--- src/rtl/fifo_ram_ctrl.sv ---
// FIFO controller driving an external 1-cycle registered-read dual-port RAM.
// A head/skid output buffer hides the read latency for 1 word/cycle FWFT.
module fifo_ram_ctrl #(
  parameter int DWIDTH = 16,
  parameter int AWIDTH = 4,
  parameter int DEPTH  = 16
) (
  input  logic              clk,
  input  logic              rst_n,
  input  logic              wr_valid,
  output logic              wr_ready,
  input  logic [DWIDTH-1:0] wr_data,
  output logic              rd_valid,
  input  logic              rd_ready,
  output logic [DWIDTH-1:0] rd_data,
  output logic [AWIDTH+1:0] count,
  output logic              mem_we,
  output logic [AWIDTH-1:0] mem_wa,
  output logic [DWIDTH-1:0] mem_wd,
  output logic [AWIDTH-1:0] mem_ra,
  input  logic [DWIDTH-1:0] mem_rd
);

  localparam int PW = AWIDTH + 1;
  localparam int CW = AWIDTH + 2;

  logic [AWIDTH:0]   r_wr_ptr;
  logic [AWIDTH:0]   r_rd_ptr;
  logic              r_pend;
  logic              r_head_v;
  logic              r_skid_v;
  logic [DWIDTH-1:0] r_head;
  logic [DWIDTH-1:0] r_skid;

  logic [AWIDTH:0]   w_ram_cnt;
  logic              w_push;
  logic              w_pop;
  logic              w_fetch;
  logic [1:0]        w_buf_next;
  logic              w_head_v_n;
  logic              w_skid_v_n;
  logic [DWIDTH-1:0] w_head_n;
  logic [DWIDTH-1:0] w_skid_n;

  assign w_ram_cnt = r_wr_ptr - r_rd_ptr;

  assign wr_ready = rst_n & (w_ram_cnt != PW'(DEPTH));
  assign w_push   = wr_valid & wr_ready;
  assign mem_we   = w_push;
  assign mem_wa   = r_wr_ptr[AWIDTH-1:0];
  assign mem_wd   = wr_data;
  assign mem_ra   = r_rd_ptr[AWIDTH-1:0];

  assign rd_valid = r_head_v;
  assign rd_data  = r_head;
  assign w_pop    = r_head_v & rd_ready;

  // Occupancy the buffer will have once this cycle's pop and landing settle.
  assign w_buf_next = {1'b0, r_head_v} + {1'b0, r_skid_v}
                    + {1'b0, r_pend} - {1'b0, w_pop};
  assign w_fetch = (w_ram_cnt != '0) & (w_buf_next < 2'd2);

  assign count = CW'(w_ram_cnt) + CW'(r_pend)
               + CW'(r_head_v) + CW'(r_skid_v);

  always_comb begin
    w_head_v_n = r_head_v;
    w_skid_v_n = r_skid_v;
    w_head_n   = r_head;
    w_skid_n   = r_skid;
    if (w_pop) begin
      if (r_skid_v) begin
        w_head_n   = r_skid;
        w_skid_v_n = 1'b0;
      end else begin
        w_head_v_n = 1'b0;
      end
    end
    if (r_pend) begin
      if (!w_head_v_n) begin
        w_head_n   = mem_rd;
        w_head_v_n = 1'b1;
      end else begin
        w_skid_n   = mem_rd;
        w_skid_v_n = 1'b1;
      end
    end
  end

  always_ff @(posedge clk) begin
    if (!rst_n) begin
      r_wr_ptr <= '0;
      r_rd_ptr <= '0;
      r_pend   <= 1'b0;
      r_head_v <= 1'b0;
      r_skid_v <= 1'b0;
      r_head   <= '0;
      r_skid   <= '0;
    end else begin
      if (w_push)
        r_wr_ptr <= r_wr_ptr + 1'b1;
      if (w_fetch)
        r_rd_ptr <= r_rd_ptr + 1'b1;
      r_pend   <= w_fetch;
      r_head_v <= w_head_v_n;
      r_skid_v <= w_skid_v_n;
      r_head   <= w_head_n;
      r_skid   <= w_skid_n;
    end
  end

endmodule

--- config.mk ---
export PLATFORM = sky130hd
export DESIGN_NAME = fifo_ram_ctrl
export DESIGN_NICKNAME = d
export VERILOG_FILES = /design/src/rtl/fifo_ram_ctrl.sv
export SDC_FILE = /design/constraint.sdc
export NUM_CORES = 1
export LEC_CHECK = 0
export ABC_AREA = 1
export BUFFER_PORTS_ARGS = -buffer_cell sky130_fd_sc_hd__buf_2
export CORE_MARGIN = 4
export CORE_UTILIZATION = 54
export DETAILED_ROUTE_END_ITERATION = 8
export PLACE_DENSITY = 0.82
export SYNTH_ARGS = -nofsm -noshare
export SYNTH_HDL_FRONTEND = slang
export SYNTH_SLANG_ARGS = --single-unit
--- constraint.sdc ---
create_clock -name clk -period 6.7 [get_ports clk]
set_input_delay 1.34 -clock clk [delete_from_list [all_inputs] [get_ports clk]]
set_output_delay 1.34 -clock clk [all_outputs]
set_load 0.03 [all_outputs]
==> results.py <==
metrics = {
    "global_routing": {
        "grt_util_all_layers_pct": 18.4,
        "antenna_found_initial": 0,
        "grt_pass1_wl_um": 8250,
        "grt_remaining_overflow": 0,
        "grt_max_degree": 33,
        "grt_pass1_vias": 1937,
    },
    "critical_path": {
        "slowest_delay_ns": 0.43,
        "crit_path_end": "count[4]",
        "path_cells": "inv_1, ha_1, inv_1, fa_1, ha_1, fa_1, inv_1, nor3_1, xor2_1, buf_2",
        "r2r_end": "r_rd_ptr[1]$_SDFFE_PN0P_",
        "worstPathArrival_ns": 2.78,
        "startpoint_type": "flop",
        "path_class": "flop to primary output",
        "startpoint": "r_wr_ptr[0]$_SDFFE_PN0P_",
        "r2r_cells": 11,
        "r2r-start": "r_pend$_SDFF_PN0_",
        "end_kind": "primary output",
        "crit_slowest_cell": "fa_1",
        "reg2reg_setup_slack_ns": 4.35,
        "cpMostUsedCell": "inv_1",
        "required_ns": 5.36,
        "crit_fanout": 5,
    },
    "sta": {
        "slew-limit-headroom_pct": 41.5,
        "drv_slew": 0,
        "fin_crit_sh_pct": 61.5,
        "max_freq_ghz": 0.243,
        "setup_tns_ns": 0,
        "rsz0062_at_grt": "false",
        "worst_slew_pin_slew_ns": 0.876,
        "finalClockSkew_ns": 0.00553,
        "finalHoldViolCount": 0,
        "setup_viol": 0,
        "final.min_clock_period_ns": 4.12,
    },
    "clock_tree": {
        "path_clk_slew_ns": 0.08,
        "post_cts_buffers": 0,
        "cts_buffers": 5,
        "clock_latency_ns": 0.30,
        "ctsHtreeMaxLevel": 2,
        "cts.sinks": 45,
        "cts_tree": "yes",
        "clockRootBuffer": "clkbuf_8",
        "cts_resized": 0,
        "cts_buffer_depth": 2,
        "ctsHoldBuffers": 0,
    },
    "power_and_ir_drop": {
        "p_sw_share_pct": 48.1,
        "power_frac_seq_pct": 31.2,
        "power_frac_comb_pct": 52.3,
        "clockPowerShare_pct": 16.5,
        "p_int_mw": 0.624,
        "leakage_nw": 1.29,
        "power_mw": 1.20,
        "powerDensity_nw_per_um2": 453,
        "worst_ir_drop_vdd_mv": 0.331,
        "switchingPower_mw": 0.577,
    },
    "die": {
        "start_util_pct": 56.2,
        "die_width_um": 75.6,
        "pin_count": 85,
        "core-area_um2": 4380,
        "die_h_um": 75.6,
        "dieArea_um2": 5710,
        "rows": 24,
    },
    "synth": {
        "synth_seq_area_share_pct": 36.5,
        "mappedNetlistArea_um2": 2460,
        "ys_warn_count": 0,
        "yosys_register_bits": 45,
        "synthCells": 307,
        "synth.distinct_cells": 28,
        "synth_nets": 356,
        "avgSynthCellArea_um2": 8.03,
    },
    "finish": {
        "syn_to_final_growth_pct": 7.67,
        "postLayoutCellArea_um2": 2650,
        "drive_gt1_share_pct": 21.6,
        "diodes": 0,
        "postLayoutCoreUtil_pct": 60.5,
        "fin_nets": 378,
    },
    "place": {
        "place_area_um2": 2550,
        "gp_congestion": 0.789,
        "port-buffer-count": 52,
        "dp_hpwl_um": 3650,
    },
    "drt": {
        "wl_per_cell_um": 13.0,
        "viasPerCell": 5.41,
        "drc": 0,
        "num_vias": 2061,
        "antenna_left": 0,
        "drt_iter0_drc": 82,
        "first_pass_iters": 4,
        "drt-total-wl_um": 4940,
    },
    "run": {
        "maxCapViolations": 0,
    },
    "status": {
        "status": "finished clean",
    },
    "worst_hold_path": {
        "hold_class": "flop to flop",
    },
}
==> through the flow <==
| step | instances | setup slack [ns] | hold WS, ns |
|---|---|---|---|
| after detailed placement | 374 | 2.69 | 0.457 |
| final | 381 | 2.58 | 0.466 |
| after global routing | 381 | 2.43 | 0.490 |
| after CTS | 381 | 2.58 | 0.468 |
| after floorplan | 307 | 2.85 | 0.439 |
| after global placement | 374 | 2.71 | 0.450 |
==> cells in the mapped netlist, drive strengths merged <==
cell type | number | area [µm²]
a21oi | 44 | 231
a31oi | 1 | 6.26
buf | 31 | 218
clkbuf | 6 | 22.5
dfxtp | 45 | 901
fa | 3 | 60.1
ha | 10 | 125
inv | 26 | 97.6
mux2i | 16 | 160
nand2 | 50 | 208
nand3 | 32 | 190
nand4 | 1 | 6.26
nor2 | 14 | 60.1
nor3 | 1 | 5.00
nor4 | 1 | 6.26
o21ai | 18 | 90.1
xnor2 | 3 | 33.8
xor2 | 5 | 43.8
==> critical path: cells and delay by family, from the launching register on <==
family                     cells  cell delay (ns)
adders and majority gates      4             1.32
buffers and inverters          4             0.52
DFF                            1             0.40
xor gates and xnor gates       1             0.16
and+or+nand+nor                1             0.07
==> placed cells by master (no fill, tap or decap), types with 2 or more instances in the layout <==
cell type | netlist | routed
a21oi_1 | 43 | 43
buf_2 | 6 | 52
clkbuf_8 | 0 | 5
dfxtp_1 | 45 | 45
fa_1 | 3 | 3
ha_1 | 10 | 10
inv_1 | 24 | 24
inv_2 | 2 | 2
mux2i_1 | 16 | 16
nand2_1 | 46 | 46
nand2_2 | 2 | 2
nand2_4 | 2 | 2
nand3_1 | 29 | 29
nand3_4 | 2 | 2
nor2_1 | 13 | 13
o21ai_0 | 17 | 17
xnor2_1 | 2 | 2
xor2_1 | 5 | 5
==> kinds of logic (layout without fill, tap and decap cells) <==
| group | Yosys count | in the layout | share of synthesized area, % |
|---|---|---|---|
| AOI/OAI and AO/OA | 63 | 63 | 13.3 |
| xor gates and xnor gates | 8 | 8 | 3.15 |
| adders and majority gates | 13 | 13 | 7.51 |
| buffers and inverters | 63 | 85 | 13.7 |
| DFF | 45 | 45 | 36.5 |
| muxes | 16 | 16 | 6.50 |
| and+or+nand+nor | 99 | 99 | 19.3 |
==> worst min-delay path by stage <==
stage / from / to / slack, ns / cells after the start
floorplan: r_skid[10]$_SDFFE_PN0P_ / r_skid[10]$_SDFFE_PN0P_ / 0.44 / 2
global placement: r_skid[6]$_SDFFE_PN0P_ / r_skid[6]$_SDFFE_PN0P_ / 0.45 / 2
detailed placement: r_skid[3]$_SDFFE_PN0P_ / r_skid[3]$_SDFFE_PN0P_ / 0.46 / 2
CTS: r_skid[3]$_SDFFE_PN0P_ / r_skid[3]$_SDFFE_PN0P_ / 0.47 / 2
global route: r_skid[12]$_SDFFE_PN0P_ / r_skid[12]$_SDFFE_PN0P_ / 0.49 / 2
finish: r_skid[3]$_SDFFE_PN0P_ / r_skid[3]$_SDFFE_PN0P_ / 0.47 / 2
==> power by group through the flow <==
stage | Clock (mW) | Combinational, mW | Sequential, mW
2_1_floorplan | 0 | 0.477 | 0.428
3_3_place_gp | 0 | 0.619 | 0.379
3_5_place_dp | 0 | 0.636 | 0.380
4_1_cts | 0.200 | 0.636 | 0.375
5_1_grt | 0.209 | 0.691 | 0.385
6_report | 0.198 | 0.628 | 0.375
==> flip-flops by register name, summed over array words and instances, names as in the netlist <==
register	cells
rd_valid	1
r_wr_ptr	5
r_pend	1
rd_data	16
r_skid	16
r_skid_v	1
r_rd_ptr	5
==> layout make-up <==
cell class | instances | area, µm²
fillers | 405 | 1730
multi-input cells | 199 | 1230
inverters | 26 | 97.6
repair buffers | 52 | 260
well taps | 52 | 65.1
clock buffers | 5 | 68.8
flip-flops and latches | 45 | 901
clock inverters | 2 | 35.0
==> routing by layer <==
metal  vias to the layer above  wire [µm]  GRT usage, %
li1                       1041          -             -
met1                       967       2150          21.9
met2                        45       2420          31.3
met3                         8        316          5.28
met4                         0         64          7.18
met5                         -          0             0
Power figures use the tool's default switching activity.
